==> src/rtl/dma_2d_pkg.sv <==
// Shared definitions for the 2D DMA read and write masters: FSM states and
// AXI burst constants.
package dma_2d_pkg;

    typedef enum logic [2:0] {
        ST_IDLE,
        ST_PLAN,
        ST_ARQ,
        ST_RDAT,
        ST_DONE
    } dma_state_t;

    localparam logic [1:0]  AXI_BURST_INCR = 2'b01;
    localparam logic [2:0]  AXI_SIZE_4B    = 3'b010;
    localparam int unsigned AXI_4KB        = 4096;
    localparam int unsigned BEAT_BYTES     = 4;

endpackage

==> src/rtl/dma_2d_burst_planner.sv <==
// Combinational burst sizing: the shortest of the rest of the row, the
// maximum burst length and the room left before the next 4 KB page.
module dma_2d_burst_planner
    import dma_2d_pkg::*;
#(
    parameter int C_M_AXI_BURST_LEN = 16
) (
    input  logic [11:0] cur_addr,
    input  logic [31:0] row_left,
    output logic [8:0]  len
);

    logic [12:0] page_room;
    logic [10:0] page_beats;
    logic [10:0] cap;

    always_comb begin
        // cur_addr is only the in-page offset; the upper address bits never matter here
        page_room  = 13'(AXI_4KB) - {1'b0, cur_addr};
        page_beats = 11'(page_room / 13'(BEAT_BYTES));
        cap        = (page_beats < 11'(C_M_AXI_BURST_LEN)) ? page_beats : 11'(C_M_AXI_BURST_LEN);
        if ({21'd0, cap} > row_left) begin
            len = row_left[8:0];
        end else begin
            len = cap[8:0];
        end
    end

endmodule

==> src/rtl/dma_2d_read_master.sv <==
// AXI4 read master that walks a strided 2D region, one INCR burst in flight,
// and pushes every returned beat into the DMA FIFO.
module dma_2d_read_master
    import dma_2d_pkg::*;
#(
    parameter int C_M_AXI_BURST_LEN   = 16,
    parameter int C_M_AXI_ADDR_WIDTH  = 32,
    parameter int C_M_AXI_DATA_WIDTH  = 32,
    parameter int C_FIFO_SPACE_WIDTH  = 16
) (
    input  logic                          clk,
    input  logic                          reset,
    input  logic                          i_start,
    input  logic [C_M_AXI_ADDR_WIDTH-1:0] i_src_addr,
    input  logic [31:0]                   i_img_width,
    input  logic [31:0]                   i_img_height,
    input  logic [C_M_AXI_ADDR_WIDTH-1:0] i_img_stride,
    input  logic [C_FIFO_SPACE_WIDTH-1:0] i_fifo_space,
    output logic                          o_fifo_wr_en,
    output logic [C_M_AXI_DATA_WIDTH-1:0] o_fifo_wr_data,
    output logic                          o_busy,
    output logic                          o_read_done,
    output logic                          o_error,
    output logic [C_M_AXI_ADDR_WIDTH-1:0] m_axi_araddr,
    output logic [7:0]                    m_axi_arlen,
    output logic [2:0]                    m_axi_arsize,
    output logic [1:0]                    m_axi_arburst,
    output logic                          m_axi_arvalid,
    input  logic                          m_axi_arready,
    input  logic [C_M_AXI_DATA_WIDTH-1:0] m_axi_rdata,
    input  logic [1:0]                    m_axi_rresp,
    input  logic                          m_axi_rlast,
    input  logic                          m_axi_rvalid,
    output logic                          m_axi_rready
);

    dma_state_t state, state_nxt;

    logic [C_M_AXI_ADDR_WIDTH-1:0] row_base;
    logic [C_M_AXI_ADDR_WIDTH-1:0] cur_addr;
    logic [C_M_AXI_ADDR_WIDTH-1:0] stride;
    logic [31:0]                   width;
    logic [31:0]                   row_left;
    logic [31:0]                   rows_left;
    logic [8:0]                    len_q;
    logic [7:0]                    beat_cnt;
    logic [C_M_AXI_ADDR_WIDTH-1:0] araddr_q;
    logic [7:0]                    arlen_q;
    logic                          error_q;

    logic [8:0] plan_len;
    logic       start_ok;
    logic       zero_dim;
    logic       fifo_ok;
    logic       beat;
    logic       cnt_final;
    logic       last_beat;
    logic       row_end;
    logic       img_end;
    logic [C_M_AXI_ADDR_WIDTH-1:0] burst_bytes;
    logic [C_M_AXI_ADDR_WIDTH-1:0] next_row;

    dma_2d_burst_planner #(
        .C_M_AXI_BURST_LEN(C_M_AXI_BURST_LEN)
    ) u_planner (
        .cur_addr(cur_addr[11:0]),
        .row_left(row_left),
        .len     (plan_len)
    );

    assign start_ok    = (state == ST_IDLE) && i_start;
    assign zero_dim    = (i_img_width == 32'd0) || (i_img_height == 32'd0);
    assign fifo_ok     = 32'(i_fifo_space) >= 32'(plan_len);
    assign beat        = m_axi_rvalid && m_axi_rready;
    assign cnt_final   = ({1'b0, beat_cnt} == (len_q - 9'd1));
    // The burst is closed by our own count; rlast is only cross-checked
    assign last_beat   = beat && cnt_final;
    assign row_end     = (row_left == 32'(len_q));
    assign img_end     = row_end && (rows_left == 32'd1);
    assign burst_bytes = C_M_AXI_ADDR_WIDTH'(len_q) * C_M_AXI_ADDR_WIDTH'(BEAT_BYTES);
    assign next_row    = row_base + stride;

    always_comb begin
        state_nxt     = state;
        m_axi_arvalid = 1'b0;
        m_axi_rready  = 1'b0;
        o_busy        = 1'b1;
        o_read_done   = 1'b0;
        case (state)
            ST_IDLE: begin
                o_busy = 1'b0;
                if (i_start) begin
                    state_nxt = zero_dim ? ST_DONE : ST_PLAN;
                end
            end
            ST_PLAN: begin
                if (fifo_ok) begin
                    state_nxt = ST_ARQ;
                end
            end
            ST_ARQ: begin
                m_axi_arvalid = 1'b1;
                if (m_axi_arready) begin
                    state_nxt = ST_RDAT;
                end
            end
            ST_RDAT: begin
                m_axi_rready = 1'b1;
                if (last_beat) begin
                    state_nxt = img_end ? ST_DONE : ST_PLAN;
                end
            end
            ST_DONE: begin
                o_read_done = 1'b1;
                state_nxt   = ST_IDLE;
            end
            default: begin
                state_nxt = ST_IDLE;
            end
        endcase
    end

    always_ff @(posedge clk or posedge reset) begin
        if (reset) begin
            state    <= ST_IDLE;
            araddr_q <= '0;
            arlen_q  <= '0;
            error_q  <= 1'b0;
        end else begin
            state <= state_nxt;
            // AR fields are frozen once planned so they stay stable until arready
            if (state == ST_PLAN && fifo_ok) begin
                araddr_q <= cur_addr;
                arlen_q  <= 8'(plan_len - 9'd1);
            end
            if (start_ok) begin
                error_q <= 1'b0;
            end else if (beat && ((m_axi_rresp != 2'b00) || (m_axi_rlast != cnt_final))) begin
                error_q <= 1'b1;
            end
        end
    end

    // Walk state: only meaningful after a start, so it carries no reset
    always_ff @(posedge clk) begin
        if (start_ok) begin
            row_base  <= i_src_addr;
            cur_addr  <= i_src_addr;
            stride    <= i_img_stride;
            width     <= i_img_width;
            row_left  <= i_img_width;
            rows_left <= i_img_height;
        end
        if (state == ST_PLAN && fifo_ok) begin
            len_q <= plan_len;
        end
        if (state == ST_ARQ) begin
            beat_cnt <= 8'd0;
        end else if (beat) begin
            beat_cnt <= beat_cnt + 8'd1;
        end
        if (last_beat) begin
            if (row_end) begin
                row_base  <= next_row;
                cur_addr  <= next_row;
                row_left  <= width;
                rows_left <= rows_left - 32'd1;
            end else begin
                cur_addr <= cur_addr + burst_bytes;
                row_left <= row_left - 32'(len_q);
            end
        end
    end

    assign o_fifo_wr_en   = beat;
    assign o_fifo_wr_data = m_axi_rdata;
    assign o_error        = error_q;
    assign m_axi_araddr   = araddr_q;
    assign m_axi_arlen    = arlen_q;
    assign m_axi_arsize   = AXI_SIZE_4B;
    assign m_axi_arburst  = AXI_BURST_INCR;

endmodule

==> config.mk <==
export PLATFORM = sky130hd
export DESIGN_NAME = dma_2d_read_master
export DESIGN_NICKNAME = d
export VERILOG_FILES = /design/src/rtl/dma_2d_pkg.sv /design/src/rtl/dma_2d_burst_planner.sv /design/src/rtl/dma_2d_read_master.sv
export SDC_FILE = /design/constraint.sdc
export NUM_CORES = 1
export LEC_CHECK = 0
export BUFFER_PORTS_ARGS = -buffer_cell sky130_fd_sc_hd__buf_4
export CELL_PAD_IN_SITES_DETAIL_PLACEMENT = 1
export CELL_PAD_IN_SITES_GLOBAL_PLACEMENT = 1
export CORE_UTILIZATION = 44
export DETAILED_ROUTE_END_ITERATION = 7
export GPL_ROUTABILITY_DRIVEN = 0
export GPL_TIMING_DRIVEN = 0
export PLACE_DENSITY = 0.9
export SLEW_MARGIN = 20
export SYNTH_ARGS = -nofsm -noshare
export SYNTH_HDL_FRONTEND = slang
export SYNTH_SLANG_ARGS = --single-unit
==> constraint.sdc <==
create_clock -name clk -period 6.7 [get_ports clk]
set_input_delay 0.335 -clock clk [delete_from_list [all_inputs] [get_ports clk]]
set_output_delay 0.335 -clock clk [all_outputs]
set_load 0.005 [all_outputs]
**Word-level counts from Yosys, hierarchy flattened**

Index checks and enable logic that the tools add are counted.

- $add $sub $neg: 8
- Multiply operators: 0
- Divide/modulo/power cells: 0
- Order comparisons: 3
- Equal/unequal tests: 12
- Shift operators: 0
- Muxes and demuxes: 27
- Bitwise gates (word level): 0
- Reductions and logical operators: 15

Operators by type and width:

| operator | count |
|---|---|
| two-way mux 32 bit | 12 |
| logical NOT 32 bit | 2 |
| adder 32 x 11 -> 32 bit | 1 |
| adder 32 bit | 1 |
| == test 32 x 1 -> 1 bit, second input constant | 1 |
| == test 32 x 9 -> 1 bit | 1 |
| greater-than comparator 11 x 32 -> 1 bit | 1 |
| subtractor 32 x 1 -> 32 bit, second input constant | 1 |
| subtractor 32 x 9 -> 32 bit | 1 |
| two-way mux 3 bit | 6 |
| >= comparator 16 x 9 -> 1 bit | 1 |
| subtractor 13 x 12 -> 13 bit, first input constant | 1 |
| one-hot mux 3 bit (4 select lines) | 1 |
| < comparator 11 x 5 -> 1 bit, second input constant | 1 |
| two-way mux 11 bit | 1 |
| == test 8 x 9 -> 1 bit | 1 |
| two-way mux 9 bit | 1 |
| subtractor 9 x 1 -> 9 bit, second input constant | 1 |
| adder 8 x 1 -> 8 bit, second input constant | 1 |
| inequality test 2 bit, second input constant | 4 |
| subtractor 8 x 1 -> 8 bit, second input constant | 1 |
| == test 3 x 2 -> 1 bit, second input constant | 2 |
| logical AND 1 bit | 6 |
| two-way mux 1 bit | 6 |
| other kinds (7) | 10 |

- Bits in registers: 253
- Latch bits: 0
- RAM bits: 0
- Bits in read-only memories: 0
- Output and inout bits: 83
- Word-level logic and storage cells: 77
- Memories: 0

**Longest topological paths before layout**

- Depth in word-level cells: 8
- Depth in mapped cells: 22
- Mapped depth without buffers: 20

**By module**

A second synthesis with hierarchy kept.

- Cells, all modules: 1683
- Area total of the unflattened synthesis: 15584.9 µm²

By module, submodules not included:

| module | times used | cells each | area each (µm²) | seq. area each (µm²) |
|---|---|---|---|---|
| dma_2d_read_master | 1 | 1609 | 15065.7 | 6656.4 |
| dma_2d_burst_planner | 1 | 74 | 519.2 | 0.0 |

**Worst setup path after synthesis**

OpenSTA, ideal clock, no wires.

- Path type: register to register
- From: register cur_addr[2]
- To: register araddr_q[2] (netlist: m_axi_araddr[2])
- Setup time: 125 ps
- Data arrival time: 4915 ps
- Required time: 6575 ps
- Path slack: 1660 ps
- Cell stages (with the launch flop): 20
- Buffers on the path: 3
- Path through: edfxtp_1 -> or4_1 -> clkbuf_1 -> o21a_1 -> nor3_1 -> ha_1 -> inv_1 -> a2111oi_0 -> o31ai_2 -> a211oi_4 -> buf_2 -> nand2_1 -> ha_1 -> nand3_1 -> or4b_2 -> inv_1 -> a41oi_1 -> nand2_4 -> buf_12 -> mux2_4

- Longest elaborated chain between the ends: 7

RTL lines:

| what | RTL line | source |
|---|---|---|
| start, declared | dma_2d_read_master.sv:40 | `logic [C_M_AXI_ADDR_WIDTH-1:0] cur_addr;` |
| start signal, assigned | dma_2d_read_master.sv:148 | `cur_addr <= i_src_addr;` |
| start signal, assigned | dma_2d_read_master.sv:165 | `cur_addr <= next_row;` |
| start signal, assigned | dma_2d_read_master.sv:169 | `cur_addr <= cur_addr + burst_bytes;` |
| subtractor 13 x 12 -> 13 bit | dma_2d_burst_planner.sv:19 | `page_room = 13'(AXI_4KB) - {1'b0, cur_addr};` |
| < comparator 11 x 5 -> 1 bit | dma_2d_burst_planner.sv:21 | `cap = (page_beats < 11'(C_M_AXI_BURST_LEN)) ? page_beats : 11'(C_M_AXI_BURST_LEN);` |
| two-way mux 11 bit | dma_2d_burst_planner.sv:21 |  |
| greater-than comparator 11 x 32 -> 1 bit | dma_2d_burst_planner.sv:22 | `if ({21'd0, cap} > row_left) begin` |
| two-way mux 9 bit | dma_2d_burst_planner.sv:22 |  |
| >= comparator 16 x 9 -> 1 bit | dma_2d_read_master.sv:73 | `assign fifo_ok = 32'(i_fifo_space) >= 32'(plan_len);` |
| logical AND 1 bit | dma_2d_read_master.sv:132 | `if (state == ST_PLAN && fifo_ok) begin` |
| end signal, assigned | dma_2d_read_master.sv:133 | `araddr_q <= cur_addr;` |
| end, declared | dma_2d_read_master.sv:47 | `logic [C_M_AXI_ADDR_WIDTH-1:0] araddr_q;` |

Parallel ways exist; a longest one is shown, timed or not.
A chain may end at the register's enable or synchronous reset.

**Worst setup path after layout**

- From: register cur_addr[3]
- To: register araddr_q[2] (netlist: m_axi_araddr[2])

- Longest elaborated chain between the ends: 7

RTL lines:

| what | RTL line |
|---|---|
| subtractor 13 x 12 -> 13 bit * | dma_2d_burst_planner.sv:19 |
| < comparator 11 x 5 -> 1 bit | dma_2d_burst_planner.sv:21 |
| two-way mux 11 bit * | dma_2d_burst_planner.sv:21 |
| greater-than comparator 11 x 32 -> 1 bit | dma_2d_burst_planner.sv:22 |
| two-way mux 9 bit * | dma_2d_burst_planner.sv:22 |
| >= comparator 16 x 9 -> 1 bit * | dma_2d_read_master.sv:73 |
| logical AND 1 bit * | dma_2d_read_master.sv:132 |

Mark *: on every way between the ends. The rest lies on a longest branch, timed or not.

==> metrics.md <==
| Metric | Value |
|---|---|
| Crit path DAT | `between 6 and 7 ns` |
| Cell family with most CP delay | `simple AND/OR/NAND/NOR gates` |
| Outcome | `completed` |
| Max-Cap Viols | `0` |
| Die Ht | `about 190 um` |
| Clock sinks | `around 250` |
| PwrDens | `380 mW/mm2` |
| Max-slew violations | `0` |
| Asr flop ratio synth | `between 10% and 20%` |
| Seq pwr share | `about a third` |
| Largest area contributor in the netlist | `edfxtp_1` |
| TNS Setup | `0 ns` |
| Cells after Synth | `roughly 1600` |
| # IOs | `267` |
| Crit path depth | `19` |
| Seq cells post-synth | `about 250` |
| Max Fclk | `165 MHz` |
| Worst-Skew Late Latency | `between 0.5 and 0.6 ns` |
| Ys flop type | `edfxtp_1` |
| CP max FO | `18` |
| R2r worst-path depth | `19` |
| Mean Syn Cell Area | `around 9.6 um2` |
| CTS tree | `built` |
| Sequential cell area | `roughly 0.0067 mm2` |
| Reg clk slew, reported paths | `0.07 ns` |
| Filler Cell Count | `3959` |
| Tot Pwr | `between 7 and 8 mW` |
| Wire per inst | `approximately 25 um` |
| Clock buffer depth | `3` |
| Crit-path cells | `or4_1 > clkbuf_1 > o21a_1 > nor3_1 > ha_1 > inv_1 > a2111oi_0 > o31ai_2 > a211oi_4 > buf_2 > nand2_1 > ha_1 > nand3_1 > or4b_2 > inv_1 > a41oi_1 > nand2_4 > buf_12 > mux2_4` |
| Relative slew slack | `23.2%` |
| Worst clock skew | `around 0.021 ns` |
| Initial antenna violation count | `2` |
| TritonCTS Buffers | `30` |
| Max incr delay on CP | `between 0.6 and 0.7 ns` |
| Reg-to-Reg Start | `cur_addr[3]` |
| TritonRoute pass-1 iters | `6` |
| Multi-input logic area | `around 0.008 mm2` |
| DR top layer | `met4` |
| Initial Util | `44.7%` |
| Vias in the first global route | `roughly 16000` |
| First-pass GRT wire length | `a little over 90000 um` |
| Post_cts resized | `0` |
| Startpoint class of the critical path | `register` |
| Final number of hold-violating endpoints | `0` |
| Clock power share | `23.2%` |
| Post-CTS setup repair buffer count | `0` |
| Met1 wire length | `23000 um` |
| Nets | `2208` |
| CP max-delay cell | `or4b_2` |
| Fin crit period | `approximately 6.1 ns` |
| Placeable core area | `between 0.03 and 0.04 mm2` |
| Seq/Total Area, Yosys | `43.2%` |
| Routed Antenna Nets | `0` |
| VDD IR max | `approximately 0.00021 V` |
| DR vias | `between 15000 and 20000` |
| Net Sw Frac | `between 30 and 40%` |
| Met3 WL | `5640 um` |
| Iter 0 DRT Violations | `1520` |
| Synth top area share | `26.7%` |
| RR Endpoint | `m_axi_araddr[2]` |
| Area grow syn2layout | `26.4%` |
| Tcrit/Tclk final | `90.3%` |
| Mapped Area | `0.0154 mm2` |
| Gr usage total | `approximately 34%` |
| R2R setup slack | `~0.65 ns` |
| Endpoint class of the critical path | `register` |
| H-tree depth | `1` |
| Synth cell types | `between 80 and 90` |
| Post-DP HPWL | `41500 um` |
| Top cells by area, synth | `edfxtp_1 27%, dfxtp_1 9.3%, dfrtp_1 7.1%, ha_1 5.8%, a21oi_1 4.1%` |
| RSZ-0062 raised after global routing | `no` |
| Crit path from | `cur_addr[3]` |
| Min-delay src | `i_img_height[25]` |
| Hold Path Class | `in -> reg` |
| Total grt overflow | `0` |
| Share of cells above drive strength 1 | `approximately a fifth` |
| Core Rows | `68` |
| Worst slew pin tran | `roughly 1.1 ns` |
| CTS Root Cell | `clkbuf_16` |
| Avg Vias per Cell | `between 6 and 7` |
| Setup Viol. Count Final | `0` |
| YS warnings | `0` |
| P_sw | `2.91 mW` |
| Post-synth EDFFs | `137` |
| Pint | `4.49 mW` |
| WS Path Type | `reg -> reg` |
| Routed wl met2 | `between 20000 and 30000 um` |
| Number of remaining DRC errors | `0` |
| Combinational power share | `between 40% and 50%` |
| Full die area | `around 0.036 mm2` |
| Leakage | `8.13 nW` |
| Die Width | `roughly 190 um` |
| Drt total wl | `roughly 61000 um` |
| Worst path required time | `between 7 and 8 ns` |
| CP Capture Point | `m_axi_araddr[2]` |
| Number of port buffers | `229` |
| CP Buf/Inv Count | `5` |
| Largest net degree at the start of global routing | `46` |
## synthesized netlist by cell type (all sizes together) (7+ instances only)
| library cell | number |
|---|---|
| a211oi | 18 |
| a21boi | 8 |
| a21o | 30 |
| a21oi | 125 |
| a22o | 7 |
| a311oi | 10 |
| a31oi | 8 |
| and2 | 11 |
| and3 | 25 |
| buf | 52 |
| clkbuf | 48 |
| dfrtp | 44 |
| dfxtp | 72 |
| edfxtp | 137 |
| ha | 72 |
| inv | 74 |
| mux2 | 41 |
| mux2i | 37 |
| nand2 | 144 |
| nand2b | 11 |
| nand3 | 44 |
| nand4 | 31 |
| nor2 | 149 |
| nor2b | 7 |
| nor3 | 42 |
| nor3b | 7 |
| nor4 | 34 |
| o21a | 12 |
| o21ai | 98 |
| o221ai | 8 |
| o31ai | 11 |
| or3 | 16 |
| or4 | 9 |
| xnor2 | 50 |
| xor2 | 27 |
## area by class of cell
| type | count | share of cell area [%] |
|---|---|---|
| multi-input cells | 1193 | 40.7 |
| well taps | 455 | 2.92 |
| diodes | 2 | 0.0257 |
| repair buffers | 297 | 12.5 |
| inverters | 74 | 1.42 |
| plain buffers | 100 | 3.07 |
| clock buffers | 39 | 4.40 |
| flip-flops and latches | 253 | 34.1 |
| clock inverters | 17 | 0.841 |
## state kept, by name, summed over array words and instances (netlist names)
name          flops
cur_addr         32
m_axi_arlen       8
state             3
stride           32
beat_cnt          8
rows_left        32
o_error           1
m_axi_araddr     32
len_q             9
row_left         32
width            32
row_base         32
## per-layer routing
metal | up-vias | GRT usage, %
met5 | - | 0
met4 | 0 | 20.2
met3 | 243 | 5.38
met2 | 1036 | 55.2
met1 | 7417 | 41.5
li1 | 6568 | -
## worst min-delay path: stages
cell     delay (ns)
buf_4          0.08
o21ai_0        0.07
nor2_1         0.08
## worst min-delay path by stage
stage | to | depth (start not counted) | slack (ns)
global route | rows_left[27] | 3 | 0.06
floorplan | rows_left[19] | 2 | 0.43
global placement | rows_left[19] | 2 | 0.45
detailed placement | m_axi_araddr[21] | 2 | 0.38
CTS | rows_left[0] | 3 | 0.01
finish | rows_left[25] | 3 | 0.03
## cell families (layout without fill, tap and decap cells)
| logic type | count (synthesis) | in the layout | share of synthesized area, % |
|---|---|---|---|
| other | 2 | 13 | 0.0487 |
| xor gates and xnor gates | 77 | 77 | 4.37 |
| adders and majority gates | 76 | 76 | 6.30 |
| and+or+nand+nor | 553 | 553 | 17.5 |
| muxes | 78 | 78 | 6.35 |
| DFF | 253 | 253 | 43.2 |
| AOI/OAI and AO/OA | 398 | 398 | 16.6 |
| buffers and inverters | 174 | 527 | 5.66 |
## cells in the final DEF (no fill, tap or decap), types with 50 or more instances in the layout
cell,synthesis,layout
buf_4,37,266
nor2_1,148,148
dlygate4sd3_1,0,65
inv_1,73,72
a21oi_1,125,125
clkbuf_1,48,51
edfxtp_1,137,137
ha_1,72,72
dfxtp_1,72,72
o21ai_0,98,98
nand2_1,143,142
xnor2_1,50,50
## through the flow
step / cell area (um2) / utilization, % / worst slack (ns) / cells / hold WS [ns]
after CTS: 19500 / 56.4 / 0.695 / 2428 / 0.0112
after global placement: 17700 / 51.4 / 0.339 / 2304 / 0.450
after floorplan: 15500 / - / 1.66 / 1620 / 0.433
after global routing: 19500 / 56.5 / 0.332 / 2430 / 0.0577
final: 19500 / 56.5 / 0.648 / 2430 / 0.0308
after detailed placement: 17800 / 51.6 / 0.672 / 2307 / 0.382
## power groups by stage
stage / registers, mW / logic (mW) / clock network [mW]
finish: 2.57 / 3.11 / 1.72
CTS: 2.54 / 2.98 / 1.71
detailed placement: 2.55 / 2.86 / 0
global placement: 2.54 / 2.66 / 0
floorplan: 2.42 / 1.95 / 0
global route: 2.60 / 3.32 / 1.78
## what timing repair did
item,CTS,global route
endpoints found under the setup margin,0,0
endpoints found under the hold margin,83,0
hold buffers,65,0
Power figures use the tool's default switching activity.
